<file path="config.mk">
export PLATFORM = sky130hd
export DESIGN_NAME = seq_detector_param
export DESIGN_NICKNAME = d
export VERILOG_FILES = /design/src/rtl/seq_detector_param.sv
export SDC_FILE = /design/constraint.sdc
export NUM_CORES = 1
export LEC_CHECK = 0
export ABC_AREA = 1
export ABC_CLOCK_PERIOD_IN_PS = 2470
export CELL_PAD_IN_SITES_DETAIL_PLACEMENT = 1
export CELL_PAD_IN_SITES_GLOBAL_PLACEMENT = 1
export CORE_UTILIZATION = 35
export CTS_BUF_LIST = sky130_fd_sc_hd__clkbuf_8
export DETAILED_ROUTE_END_ITERATION = 8
export PLACE_DENSITY_LB_ADDON = 0.15
export SETUP_SLACK_MARGIN = 0.5
export SLEW_MARGIN = 20
export SYNTH_ARGS = -nofsm -noshare
export SYNTH_HDL_FRONTEND = slang
export SYNTH_SLANG_ARGS = --single-unit
</file>
<file path="constraint.sdc">
create_clock -name clock -period 2.47 [get_ports clock]
set_clock_uncertainty 0.15 [all_clocks]
set_input_delay 0.247 -clock clock [delete_from_list [all_inputs] [get_ports clock]]
set_output_delay 0.247 -clock clock [all_outputs]
set_load 0.01 [all_outputs]
</file>
<file path="src/rtl/seq_detector_param.sv">
// Serial pattern detector: compares the last PAT_W accepted bits against a loadable pattern.
// One-cycle registered match pulse. Optional saturating match counter under SEQ_DET_MATCH_COUNT_EN.
module seq_detector_param #(
  parameter int                PAT_W     = 4,
  parameter logic [PAT_W-1:0]  PAT_RESET = 4'b1011,
  parameter bit                OVERLAP   = 1'b1,
  parameter int                CNT_W     = 8
) (
  input  logic             clock,
  input  logic             reset,
  input  logic             in_valid,
  input  logic             in,
  input  logic             pattern_load,
  input  logic [PAT_W-1:0] pattern,
  output logic             out,
  output logic [CNT_W-1:0] match_count
);

  localparam int               FILL_W = $clog2(PAT_W + 1);
  localparam logic [FILL_W-1:0] FULL  = FILL_W'(PAT_W);

  logic [PAT_W-1:0]  history;
  logic [PAT_W-1:0]  pat_reg;
  logic [FILL_W-1:0] fill;
  logic [PAT_W-1:0]  hist_nxt;
  logic [FILL_W-1:0] fill_nxt;
  logic              hit;

  // fill guards against the all-zero history matching before PAT_W real bits arrive
  always_comb begin
    hist_nxt = {history[PAT_W-2:0], in};
    fill_nxt = (fill == FULL) ? fill : fill + 1'b1;
    hit      = in_valid && !pattern_load && (fill_nxt == FULL) && (hist_nxt == pat_reg);
  end

  always_ff @(posedge clock) begin
    if (!reset) begin
      out     <= 1'b0;
      history <= '0;
      fill    <= '0;
      pat_reg <= PAT_RESET;
    end else begin
      out <= 1'b0;
      if (pattern_load) begin
        pat_reg <= pattern;
        history <= '0;
        fill    <= '0;
      end else if (in_valid) begin
        out <= hit;
        if (hit && !OVERLAP) begin
          history <= '0;
          fill    <= '0;
        end else begin
          history <= hist_nxt;
          fill    <= fill_nxt;
        end
      end
    end
  end

`ifdef SEQ_DET_MATCH_COUNT_EN
  logic [CNT_W-1:0] cnt;

  always_ff @(posedge clock) begin
    if (!reset) begin
      cnt <= '0;
    end else if (hit && (cnt != {CNT_W{1'b1}})) begin
      cnt <= cnt + 1'b1;
    end
  end

  assign match_count = cnt;
`else
  assign match_count = '0;
`endif

endmodule

</file>
==> results.cfg, run 1 <==
[status]
outcome = finished clean

[clocking]
path_clk_slew_ps = 50
clock_path_buffers = 2
cts.root.buffer_cell = clkbuf_8
cts_setup_buffers = 0
numCtsBuffers = 3
h-tree-depth = 1
cts_sinks = 11
clock_latency_ps = 230
hold_buffers = 0
cts_tree = built
cts_resized = 0

[route]
drtIter0Drc = 1
wire_per_inst_um = 10.3
dr.pass1.iters = 2
drcViolationCount = 0
drt-total-wl_um = 1120
ant_nets = 0
routed_via_density = 4.67
vias = 509

[cells_and_area]
mostFrequentLayoutCells = nand2_1, inv_1, dfxtp_1
multi_input_area_um2 = 274
drive_gt1_share_pct = 6.45
fill_cells = 210
largest_register_ffs = 4
diodes = 0
final_common_cell = nand2_1
fin_nets = 105
syn_to_final_growth_pct = 19.5
instances_no_fill = 109
seq_area_um2 = 220

[floorplanning]
die_y_um = 42.9
dieWidth_um = 42.9
initial_core_util_pct = 37.9
dieArea_um2 = 1840
core_um2 = 1540
rows = 14
top_level_ports = 18

[worst_setup_path]
worstPathRequired_ps = 2070
path_class = flip-flop to output port
crit_path_max_fanout = 1
reg2regPathDepth = 7
r2r-end = out
worst_setup_path_start_kind = flip-flop
critPathArrivalTime_ps = 1060
rrSetupSlack_ps = 1140
endpoint_kind = output port
crit_slowest_cell = clkdlybuf4s50_1
path_cells = clkdlybuf4s50_1
regToRegStartpoint = fill[0]
path_delay_family = buffers and inverters
critPathMaxStageDelay_ps = 520
path_buf_inv = 1

[synthesis]
synth_top_cell_area_share_pct = 37.7
synthDistinctLibCells = 17
synth_adder_area_share_pct = 4.28
syn_avg_cell_area_um2 = 7.13
yosys.area_share.xor_xnor_pct = 3.00
synthSimpleGateAreaFrac_pct = 23.3
synth_seq_cells = 11
synthMuxAreaShare_pct = 0
synth_cells = 82
yosysWarnings = 0
synth_compound_area_share_pct = 11.1
ys_seq_area_share_pct = 37.7
synth_area_leaders = dfxtp_1, buf_4, nand2_1
synth_area_um2 = 584
synth_top_family_by_area = simple AND/OR/NAND/NOR gates
synth_top_area_cell = dfxtp_1

[grt]
antenna_found_initial = 0
use_met1_pct = 16.3
overflow = 0
grt_pass1_wl_um = 2030
top_usage_layer = met2
use_met2_pct = 25.8
gr-usage-all-layers_pct = 15.1
grt.met3_usage_pct = 2.55
grt_pass1_vias = 506
grt_max_degree = 10

[sta]
finalWorstPathRequiredPeriod_ps = 1460
drv_slew = 0
hold_viol_final = 0
tns_ps = 0
fmax_ghz = 0.686
fin_crit_sh_pct = 59.0
setup_viol_count_final = 0
grt_setup_unrepaired = false

[hold_path]
hp-class = flip-flop to flip-flop
worstHoldEndpoint = pat_reg[2]
min-delay-start = pat_reg[2]
whs_path_depth = 2

[pwr]
switching_share_pct = 23.7
comb_power_share_pct = 12.9
power_frac_seq_pct = 45.8
p_sw_mw = 0.0992
pwr_density_cell_nw_per_um2 = 598
internal_power_mw = 0.318
p_leak_nw = 0.339
pwr-share-clk_pct = 41.3
vdd_drop_max_v = 0.000321

[placed_design]
gp_congestion = 0.716
dp_cells = 105
dp_hpwl_um = 927
port_buffers = 9

[run]
drv_cap = 0
==> synth_stat cells (all sizes together) <==
cell type	instances
nand2	17
inv	13
dfxtp	11
nor2	10
buf	9
o21ai	6
nand3	5
a21oi	4
ha	2
xnor2	2
a211oi	1
conb	1
o211ai	1
==> area by class of cell <==
class | instances | area share [%]
clock buffer | 3 | 5.91
multi-input combinational | 56 | 39.2
tap | 16 | 2.87
timing repair buffer | 9 | 12.9
clock inverter | 1 | 0.538
sequential | 11 | 31.5
inverter | 13 | 6.99
==> metrics by stage <==
step	power [mW]	utilization, %	hold WS (ps)	setup WS, ps	instance area, um^2
6_report	0.417	45.3	331	1010	698
5_1_grt	0.441	45.3	366	972	698
4_1_cts	0.426	45.3	340	1000	698
3_5_place_dp	0.249	42.4	332	935	653
3_3_place_gp	0.248	42.4	326	949	653
2_1_floorplan	0.236	-	181	1270	611
==> kinds of logic (layout without fill, tap and decap cells) <==
kind of cell	after synthesis	in the layout
simple gates	32	32
buf+inv	22	26
compound gates	12	12
flops	11	11
fa+ha+maj	2	2
xor+xnor	2	2
other cells	1	8
==> worst max path at each step <==
stage	startpoint	end	slack, ps	cells after the start
finish	out	out	1010	1
global route	out	out	970	1
CTS	out	out	1000	1
detailed placement	in_valid	out	940	5
global placement	in_valid	out	950	5
floorplan	fill[0]	out	1270	7
==> power by group through the flow <==
stage | Sequential (mW) | Combinational (mW) | Clock (mW)
after global placement | 0.194 | 0.0532 | 0
after detailed placement | 0.195 | 0.0541 | 0
after CTS | 0.191 | 0.0546 | 0.180
after floorplan | 0.193 | 0.0433 | 0
after global routing | 0.192 | 0.0617 | 0.187
final | 0.191 | 0.0537 | 0.172
==> layer usage <==
metal	wire, um	vias to the layer above
met1	504	235
met4	25	0
met3	30	4
met2	559	11
li1	-	259
met5	0	-
(Power assumes the default switching activity.)
==> inputs of run 2 (changes only) <==
--- a/config.mk
+++ b/config.mk
@@ -6,10 +6,10 @@
 export NUM_CORES = 1
 export LEC_CHECK = 0
 export ABC_AREA = 1
-export ABC_CLOCK_PERIOD_IN_PS = 2470
+export ABC_CLOCK_PERIOD_IN_PS = 1450
 export CELL_PAD_IN_SITES_DETAIL_PLACEMENT = 1
 export CELL_PAD_IN_SITES_GLOBAL_PLACEMENT = 1
-export CORE_UTILIZATION = 35
+export CORE_UTILIZATION = 32
 export CTS_BUF_LIST = sky130_fd_sc_hd__clkbuf_8
 export DETAILED_ROUTE_END_ITERATION = 8
 export PLACE_DENSITY_LB_ADDON = 0.15
==> constraint.sdc (replaced) <==
create_clock -name clock -period 1.45 [get_ports clock]
set_clock_uncertainty 0.15 [all_clocks]
set_input_delay 0.145 -clock clock [delete_from_list [all_inputs] [get_ports clock]]
set_output_delay 0.145 -clock clock [all_outputs]
set_load 0.01 [all_outputs]
==> run 2 against run 1 <==
Compared with the run above: via count up 3.9%; clock power up 74%; sequential share of layout area is 2.8 points lower; sequential power is 71% higher; combinational power rose by 110%; die area grew 8.9%.
==> results.cfg, run 2 (synthesis gave the netlist of run 1 again) <==
[sta]
tns_ps = 0
grt_setup_unrepaired = true
hold_viol_final = 0
fin_crit_sh_pct = 81.6
fin_ws_ps = 267
setup_viol_count_final = 0
drv_slew = 0
fmax_ghz = 0.845
finalWorstPathRequiredPeriod_ps = 1180

[route]
ant_nets = 0
drcViolationCount = 0
vias = 529
dr.pass1.iters = 2
drtIter0Drc = 1
routed_via_density = 4.27
drt-total-wl_um = 1250
wire_per_inst_um = 10.1

[floorplanning]
top_level_ports = 18
initial_core_util_pct = 33.8
dieWidth_um = 44.7
rows = 15
die_y_um = 44.7
core_um2 = 1730
dieArea_um2 = 2000

[status]
outcome = finished clean

[cells_and_area]
mostFrequentLayoutCells = nand2_1, inv_1, dfxtp_1
largest_register_ffs = 4
instances_no_fill = 124
fill_cells = 226
final_common_cell = nand2_1
syn_to_final_growth_pct = 35.8
diodes = 0
drive_gt1_share_pct = 24.2
multi_input_area_um2 = 309
fin_nets = 111
seq_area_um2 = 228

[pwr]
pwr_density_cell_nw_per_um2 = 928
vdd_drop_max_v = 0.000645
finalPower_mw = 0.736
p_leak_nw = 0.375

[run]
drv_cap = 0

[placed_design]
dp_hpwl_um = 918
dp_slack_ps = 121
port_buffers = 9
gp_congestion = 0.669
dp_cells = 117

[worst_setup_path]
path_buf_inv = 2
critPathArrivalTime_ps = 1210
crit_slowest_cell = dfxtp_4
path_class = flip-flop to flip-flop
path_cells = inv_4 -> ha_4 -> inv_2 -> nand2_2 -> nor2_2 -> nand3_1 -> nor2_1
endpoint_kind = flip-flop
worst_setup_path_start_kind = flip-flop
worstPathRequired_ps = 1480
path_delay_family = flip-flops
crit_path_max_fanout = 3
critPathMaxStageDelay_ps = 370

[grt]
overflow = 0
grt_pass1_vias = 458
grt_pass1_wl_um = 1990
antenna_found_initial = 0
gr-usage-all-layers_pct = 14.8
grt_max_degree = 7

[clocking]
cts.root.buffer_cell = clkbuf_8
cts_sinks = 11
clock_latency_ps = 240
path_clk_slew_ps = 50
h-tree-depth = 1
cts_tree = built
clock_path_buffers = 2
numCtsBuffers = 3
hold_buffers = 0

[hold_path]
hp-class = input port to flip-flop
[run 2: cell count changes in the layout (fill, tap and decap cells not counted), sizes merged]
cell and change:
clkdlybuf4s50 -4, dlygate4sd2 +3, buf +7
[run 2: repair_timing]
action                                 CTS  global route
setup endpoints to repair               10             5
gates resized for setup                  4            12
pin swaps                                2             1
endpoints found under the hold margin    0             0
setup buffers                            3             0
[run 2: routing by layer]
layer / GRT usage, % / part of all wire (%) / up-vias / routed length, um
met4: 7.27 / 0.88 / 0 / 11
met3: 7.20 / 5.0 / 2 / 62
met1: 17.4 / 46 / 244 / 571
li1: - / - / 271 / -
met2: 22.6 / 48 / 12 / 601
met5: 0 / 0 / - / 0
[run 2: layout make-up]
type / instances / area share [%]
inverter: 13 / 6.78
clock inverter: 1 / 0.473
tap: 25 / 3.94
timing repair buffer: 15 / 15.9
multi-input combinational: 56 / 39.0
clock buffer: 3 / 5.21
sequential: 11 / 28.7
[run 2: where the power goes]
part | internal [mW] | total [mW] | switching [mW] | leakage, nW
Combinational | 0.0524 | 0.111 | 0.0584 | 0.256
Clock | 0.186 | 0.299 | 0.113 | 0.0269
Sequential | 0.315 | 0.326 | 0.0114 | 0.0918
[run 2: final timing paths]
kind,from,slack [ps],end,cells past startpoint
setup / recovery,fill[1],270,out,7
hold / removal,pattern_load,210,pat_reg[2],3
setup reg to reg,fill[1],270,out,7
hold reg to reg,pat_reg[2],320,pat_reg[2],2
[run 2: tightest hold or removal path: stages]
cell	delay [ps]
dlygate4sd2_1	230
inv_2	70
a21oi_1	110
[run 2: stage by stage]
step,hold WS (ps),instance area [um^2],utilization (%)
finish,206,793,45.9
floorplan,79.1,628,-
detailed placement,320,704,40.8
CTS,206,767,44.4
global route,244,793,45.9
global placement,320,704,40.8
